[src/rtl/riscv_pkg.sv]
// Shared definitions for the fetch stage and the main controller:
// fetch FSM states, the reset instruction word and base opcodes.
package riscv_pkg;

    typedef enum logic [1:0] {
        ST_IDLE  = 2'd0,
        ST_FETCH = 2'd1,
        ST_EXEC  = 2'd2,
        ST_HALT  = 2'd3
    } fetch_state_t;

    // addi x0,x0,0 - harmless word held in the instruction register after reset
    localparam logic [31:0] NOP_INSTR = 32'h0000_0013;

    localparam logic [6:0] OP_R      = 7'b0110011;
    localparam logic [6:0] OP_LOAD   = 7'b0000011;
    localparam logic [6:0] OP_STORE  = 7'b0100011;
    localparam logic [6:0] OP_BRANCH = 7'b1100011;
    localparam logic [6:0] OP_OPIMM  = 7'b0010011;
    localparam logic [6:0] OP_JALR   = 7'b1100111;
    localparam logic [6:0] OP_JAL    = 7'b1101111;

endpackage

[src/rtl/fetch_unit_next_pc_gen.sv]
// Combinational next-PC selection for the fetch stage.
// Priority: jalr, jal, taken branch, sequential. All sums wrap modulo 2^32.
module next_pc_gen
    import riscv_pkg::*;
(
    input  logic [31:0] pc,
    input  logic [31:0] imm,
    input  logic [31:0] rs1_data,
    input  logic        branch,
    input  logic        jump,
    input  logic        asel,
    input  logic        alu_zero,
    output logic [31:0] next_pc,
    output logic        misaligned
);

    logic [31:0] jalr_sum;

    assign jalr_sum = rs1_data + imm;

    // pick the target; jalr clears bit 0 as the ISA requires, bit 1 may still be set
    always_comb begin
        next_pc = pc + 32'd4;
        if (jump && asel) begin
            next_pc = jalr_sum & ~32'h1;
        end else if (jump) begin
            next_pc = pc + imm;
        end else if (branch && alu_zero) begin
            next_pc = pc + imm;
        end
    end

    assign misaligned = (next_pc[1:0] != 2'b00);

endmodule

[src/rtl/fetch_unit.sv]
// Instruction fetch stage: owns the PC, fetches over a req/valid handshake,
// holds the instruction through execution and commits the next PC on retire.
//
// Handshake: imem_req is high for every cycle spent in FETCH; the word on
// imem_rdata is taken on the first rising edge where imem_req && imem_valid.
// imem_valid outside FETCH and retire outside EXEC are ignored.
module fetch_unit
    import riscv_pkg::*;
#(
    parameter logic [31:0] RESET_PC = 32'h0000_0000
) (
    input  logic         clk,
    input  logic         rst_n,
    output logic         imem_req,
    output logic [31:0]  imem_addr,
    input  logic [31:0]  imem_rdata,
    input  logic         imem_valid,
    input  logic         branch,
    input  logic         jump,
    input  logic         asel,
    input  logic         alu_zero,
    input  logic [31:0]  imm,
    input  logic [31:0]  rs1_data,
    input  logic         retire,
    output logic [31:0]  instr,
    output logic [6:0]   opcode,
    output logic [31:0]  pc,
    output logic [31:0]  pc_plus4,
    output logic         instr_valid,
    output logic         misalign_err,
    output fetch_state_t dbg_state
);

    fetch_state_t state;
    logic [31:0]  next_pc;
    logic         next_misaligned;

    next_pc_gen u_next_pc_gen (
        .pc         (pc),
        .imm        (imm),
        .rs1_data   (rs1_data),
        .branch     (branch),
        .jump       (jump),
        .asel       (asel),
        .alu_zero   (alu_zero),
        .next_pc    (next_pc),
        .misaligned (next_misaligned)
    );

    assign imem_addr = pc;
    assign opcode    = instr[6:0];
    assign pc_plus4  = pc + 32'd4;
    assign dbg_state = state;

    // fetch FSM; imem_req/instr_valid are registered alongside the state so
    // they carry no combinational path from any input
    always_ff @(posedge clk or negedge rst_n) begin
        if (!rst_n) begin
            state        <= ST_IDLE;
            pc           <= RESET_PC;
            instr        <= NOP_INSTR;
            imem_req     <= 1'b0;
            instr_valid  <= 1'b0;
            misalign_err <= 1'b0;
        end else begin
            case (state)
                ST_IDLE: begin
                    state    <= ST_FETCH;
                    imem_req <= 1'b1;
                end
                ST_FETCH: begin
                    if (imem_valid) begin
                        instr       <= imem_rdata;
                        state       <= ST_EXEC;
                        imem_req    <= 1'b0;
                        instr_valid <= 1'b1;
                    end
                end
                ST_EXEC: begin
                    if (retire) begin
                        instr_valid <= 1'b0;
                        if (next_misaligned) begin
                            misalign_err <= 1'b1;
                            state        <= ST_HALT;
                        end else begin
                            pc       <= next_pc;
                            state    <= ST_FETCH;
                            imem_req <= 1'b1;
                        end
                    end
                end
                default: begin
                    state       <= ST_HALT;
                    imem_req    <= 1'b0;
                    instr_valid <= 1'b0;
                end
            endcase
        end
    end

endmodule

[config.mk]
export PLATFORM = sky130hd
export DESIGN_NAME = fetch_unit
export DESIGN_NICKNAME = d
export VERILOG_FILES = /design/src/rtl/riscv_pkg.sv /design/src/rtl/fetch_unit_next_pc_gen.sv /design/src/rtl/fetch_unit.sv
export SDC_FILE = /design/constraint.sdc
export NUM_CORES = 1
export LEC_CHECK = 0
export CAP_MARGIN = 20
export CELL_PAD_IN_SITES_DETAIL_PLACEMENT = 0
export CELL_PAD_IN_SITES_GLOBAL_PLACEMENT = 2
export CORE_ASPECT_RATIO = 0.6
export CORE_MARGIN = 4
export CORE_UTILIZATION = 27
export DETAILED_ROUTE_END_ITERATION = 12
export GPL_ROUTABILITY_DRIVEN = 0
export GPL_TIMING_DRIVEN = 1
export PLACE_DENSITY = 0.93
export SKIP_CTS_REPAIR_TIMING = 1
export SYNTH_ARGS = -nofsm -noshare
export SYNTH_HDL_FRONTEND = slang
export SYNTH_SLANG_ARGS = --single-unit
[constraint.sdc]
create_clock -name clk -period 3.3 [get_ports clk]
set_input_delay 0.66 -clock clk [delete_from_list [all_inputs] [get_ports clk]]
set_output_delay 0.66 -clock clk [all_outputs]
set_load 0.005 [all_outputs]
==> flow_metrics.env <==
export IMPL_root_buffer="clkbuf_16"
export IMPL_final_antenna_net_count=0
export IMPL_synth_area_leaders="dfrtp_1 (22%), ha_1 (10%), xnor2_1 (5.3%), mux2_2 (4.7%), a21oi_1 (4.3%)"
export IMPL_fin_skew_ns=0.00710
export IMPL_grt_use_total_pct=21.4
export IMPL_dr_pass1_iters=5
export IMPL_syn_area_per_cell_um2=8.17
export IMPL_maxSlewViolCount=0
export IMPL_drt_total_wl_mm=34.1
export IMPL_period_minus_slack_ns=3.24
export IMPL_cts_tree="built"
export IMPL_drt_iter0_drc=917
export IMPL_crit_required_ns=2.64
export IMPL_yosys_warnings=0
export IMPL_ios=244
export IMPL_drc=0
export IMPL_gr_total_overflow=0
export IMPL_p_seq_share_pct=19.0
export IMPL_post_route_period_util_pct=98.2
export IMPL_worstRegToRegCells=11
export IMPL_netlist_area_um2=7600
export IMPL_final_util_pct=43.4
export IMPL_cts_buffer_depth=2
export IMPL_fmax_mhz=309
export IMPL_syn_nets=1098
export IMPL_dieArea_um2=31000
export IMPL_synth_area_leader_cell="dfrtp_1"
export IMPL_cts_clk_slew_worst_paths_ns=0.06
export IMPL_cts_sinks=69
export IMPL_htree_levels=3
export IMPL_p_comb_share_pct=66.7
export IMPL_grt_pass1_wl_mm=51.3
export IMPL_critPathKind="flip-flop to output port"
export IMPL_start_kind="flip-flop"
export IMPL_rows=47
export IMPL_numPortBuffers=243
export IMPL_power_leakage_nw=5.23
export IMPL_synth_seq_cells=69
export IMPL_syn_instance_count=930
export IMPL_area_growth_pct=58.1
export IMPL_p_sw_share_pct=40.5
export IMPL_final_nets=1469
export IMPL_wl_per_cell_um=20.4
export IMPL_synth_cell_type_count=75
export IMPL_cp_max_fo=6
export IMPL_fp_dieW_um=225
export IMPL_hpwl_mm=28.3
export IMPL_cts_buffers=9
export IMPL_vias=8734
export IMPL_relSlewSlack_pct=47.6
export IMPL_synth_edf_count=0
export IMPL_switching_power_w=0.00285
export IMPL_power_density_nw_per_um2=585
export IMPL_clock_latency_ns=0.35
export IMPL_synthArstFlopShare_pct=100
export IMPL_p_int_w=0.00418
export IMPL_die_y_um=138
export IMPL_pwr_share_clk_pct=14.2
export IMPL_drive_gt1_share_pct=22.8
export IMPL_arrival_ns=2.58
export IMPL_peakVddDrop_mv=0.289
export IMPL_grt_max_degree=34
export IMPL_synth_top_cell_area_share_pct=21.7
export IMPL_hp_class="input pin to asynchronous set/reset pin"
export IMPL_hold_violations=0
export IMPL_grt_pass1_vias=8509
export IMPL_antenna_found_initial=0
export IMPL_core_area_um2=27600
export IMPL_drv_cap=0
export IMPL_setup_viol=0
export IMPL_synth_top_flop_cell="dfrtp_1"
export IMPL_worst_pin_slew_ns=0.785
export IMPL_outcome="finished, final reports clean"
export IMPL_fin_tns_setup_ns=0
export IMPL_start_util_pct=27.5
export IMPL_synth_seq_area_share_pct=22.8
export IMPL_vias_per_cell=5.22
export IMPL_end_kind="output port"
export IMPL_fill_cells=2764
-- power groups by stage --
stage	registers [W]	logic, W	clock network [W]
2_1_floorplan	0.00138	0.00208	0
3_3_place_gp	0.00133	0.00451	0
3_5_place_dp	0.00134	0.00453	0
4_1_cts	0.00133	0.00455	0.00102
5_1_grt	0.00137	0.00504	0.00106
6_report	0.00134	0.00469	0.00100
-- registers in the layout (all words and copies together) (netlist names) --
| register | count |
|---|---|
| imem_addr | 32 |
| instr | 32 |
| dbg_state | 2 |
| imem_req | 1 |
| instr_valid | 1 |
| misalign_err | 1 |
-- worst max-delay path, cell delays in order (launching register included) --
cell,delay [ns]
dfrtp_1,0.36
ha_1,0.26
and4_2,0.35
and3_2,0.31
nand4_1,0.13
xnor2_1,0.26
clkdlybuf4s50_1,0.56
-- layout by cell type, fill, tap and decap left out, types with 5 or more instances in the layout --
cell type and count:
a21oi_1 63, clkbuf_16 9, buf_4 196, nand2_1 82
o21ai_0 50, a221o_1 6, a21o_1 33, inv_1 18
o22ai_1 6, o211ai_1 14, mux2i_1 7, nand2b_1 11
o21ai_1 15, and4_1 6, dfrtp_1 62, mux2_2 32
xnor2_1 44, and3_1 18, xor2_1 24, nand4_1 16
or3_1 7, nor3b_1 5, o21a_1 12, nor3_1 14
a211oi_1 17, nand3_1 24, o31ai_1 8, a211o_1 6
and2_1 13, ha_1 60, a31oi_1 15, clkdlybuf4s50_1 239
nor2_1 63
-- area by class of cell --
| cell class | instances | area, um^2 | share of cell area [%] |
|---|---|---|---|
| clock buffers | 10 | 229 | 1.91 |
| multi-input cells | 762 | 5500 | 45.8 |
| repair buffers | 441 | 3950 | 32.9 |
| well taps | 367 | 459 | 3.82 |
| diodes | 1 | 2.50 | 0.0208 |
| clock inverters | 6 | 63.8 | 0.531 |
| flip-flops and latches | 69 | 1740 | 14.5 |
| inverters | 18 | 67.6 | 0.563 |
-- per-stage QoR --
stage / power (W) / cells / worst slack, ns / hold slack (ns) / area (um^2)
3_3_place_gp: 0.00584 / 1655 / -0.313 / 0.445 / 11500
4_1_cts: 0.00690 / 1671 / -0.114 / 0.203 / 11800
2_1_floorplan: 0.00346 / 930 / 0.229 / 0.364 / 7600
6_report: 0.00702 / 1674 / 0.0590 / 0.209 / 12000
5_1_grt: 0.00747 / 1673 / -0.0163 / 0.219 / 12000
3_5_place_dp: 0.00587 / 1655 / -0.405 / 0.458 / 11500
-- metal layers --
metal	track usage, %	share of wire, %
met3	4.59	9.6
met5	0	0
met1	33.2	50
met2	30.2	39
met4	4.05	1.3
-- cell families after synthesis --
family                   after synthesis  synth area share [%]
flip-flops                            69                  22.8
adder cells (fa/ha/maj)               64                  10.7
AO/OA/AOI/OAI                        301                  26.8
multiplexers                          40                  5.81
XOR/XNOR                              71                  8.19
buffers and inverters                 99                  6.95
AND/OR/NAND/NOR                      286                  18.8
-- path summary, 6_finish.rpt --
| path | startpoint | to | slack (ns) |
|---|---|---|---|
| max in group asynchronous | rst_n | instr[1] | 2.37 |
| setup / recovery | imem_addr[2] | pc_plus4[24] | 0.06 |
| hold reg to reg | misalign_err | misalign_err | 0.47 |
| setup reg to reg | imem_addr[2] | imem_addr[30] | 0.47 |
| hold / removal | rst_n | instr[5] | 0.21 |
| min in group clk | misalign_err | misalign_err | 0.47 |
-- cells in the mapped netlist, drive strengths merged (9+ instances only) --
| master | count |
|---|---|
| nand2 | 82 |
| a21oi | 67 |
| dfrtp | 66 |
| o21ai | 66 |
| nor2 | 64 |
| ha | 62 |
| buf | 46 |
| xnor2 | 46 |
| clkbuf | 35 |
| a21o | 33 |
| mux2 | 33 |
| nand3 | 26 |
| xor2 | 25 |
| a211oi | 19 |
| and3 | 19 |
| inv | 18 |
| a31oi | 17 |
| nand4 | 16 |
| nor3 | 16 |
| o211ai | 15 |
| and2 | 14 |
| nand2b | 12 |
| o21a | 12 |
| o31ai | 9 |
(Power assumes the default switching activity.)
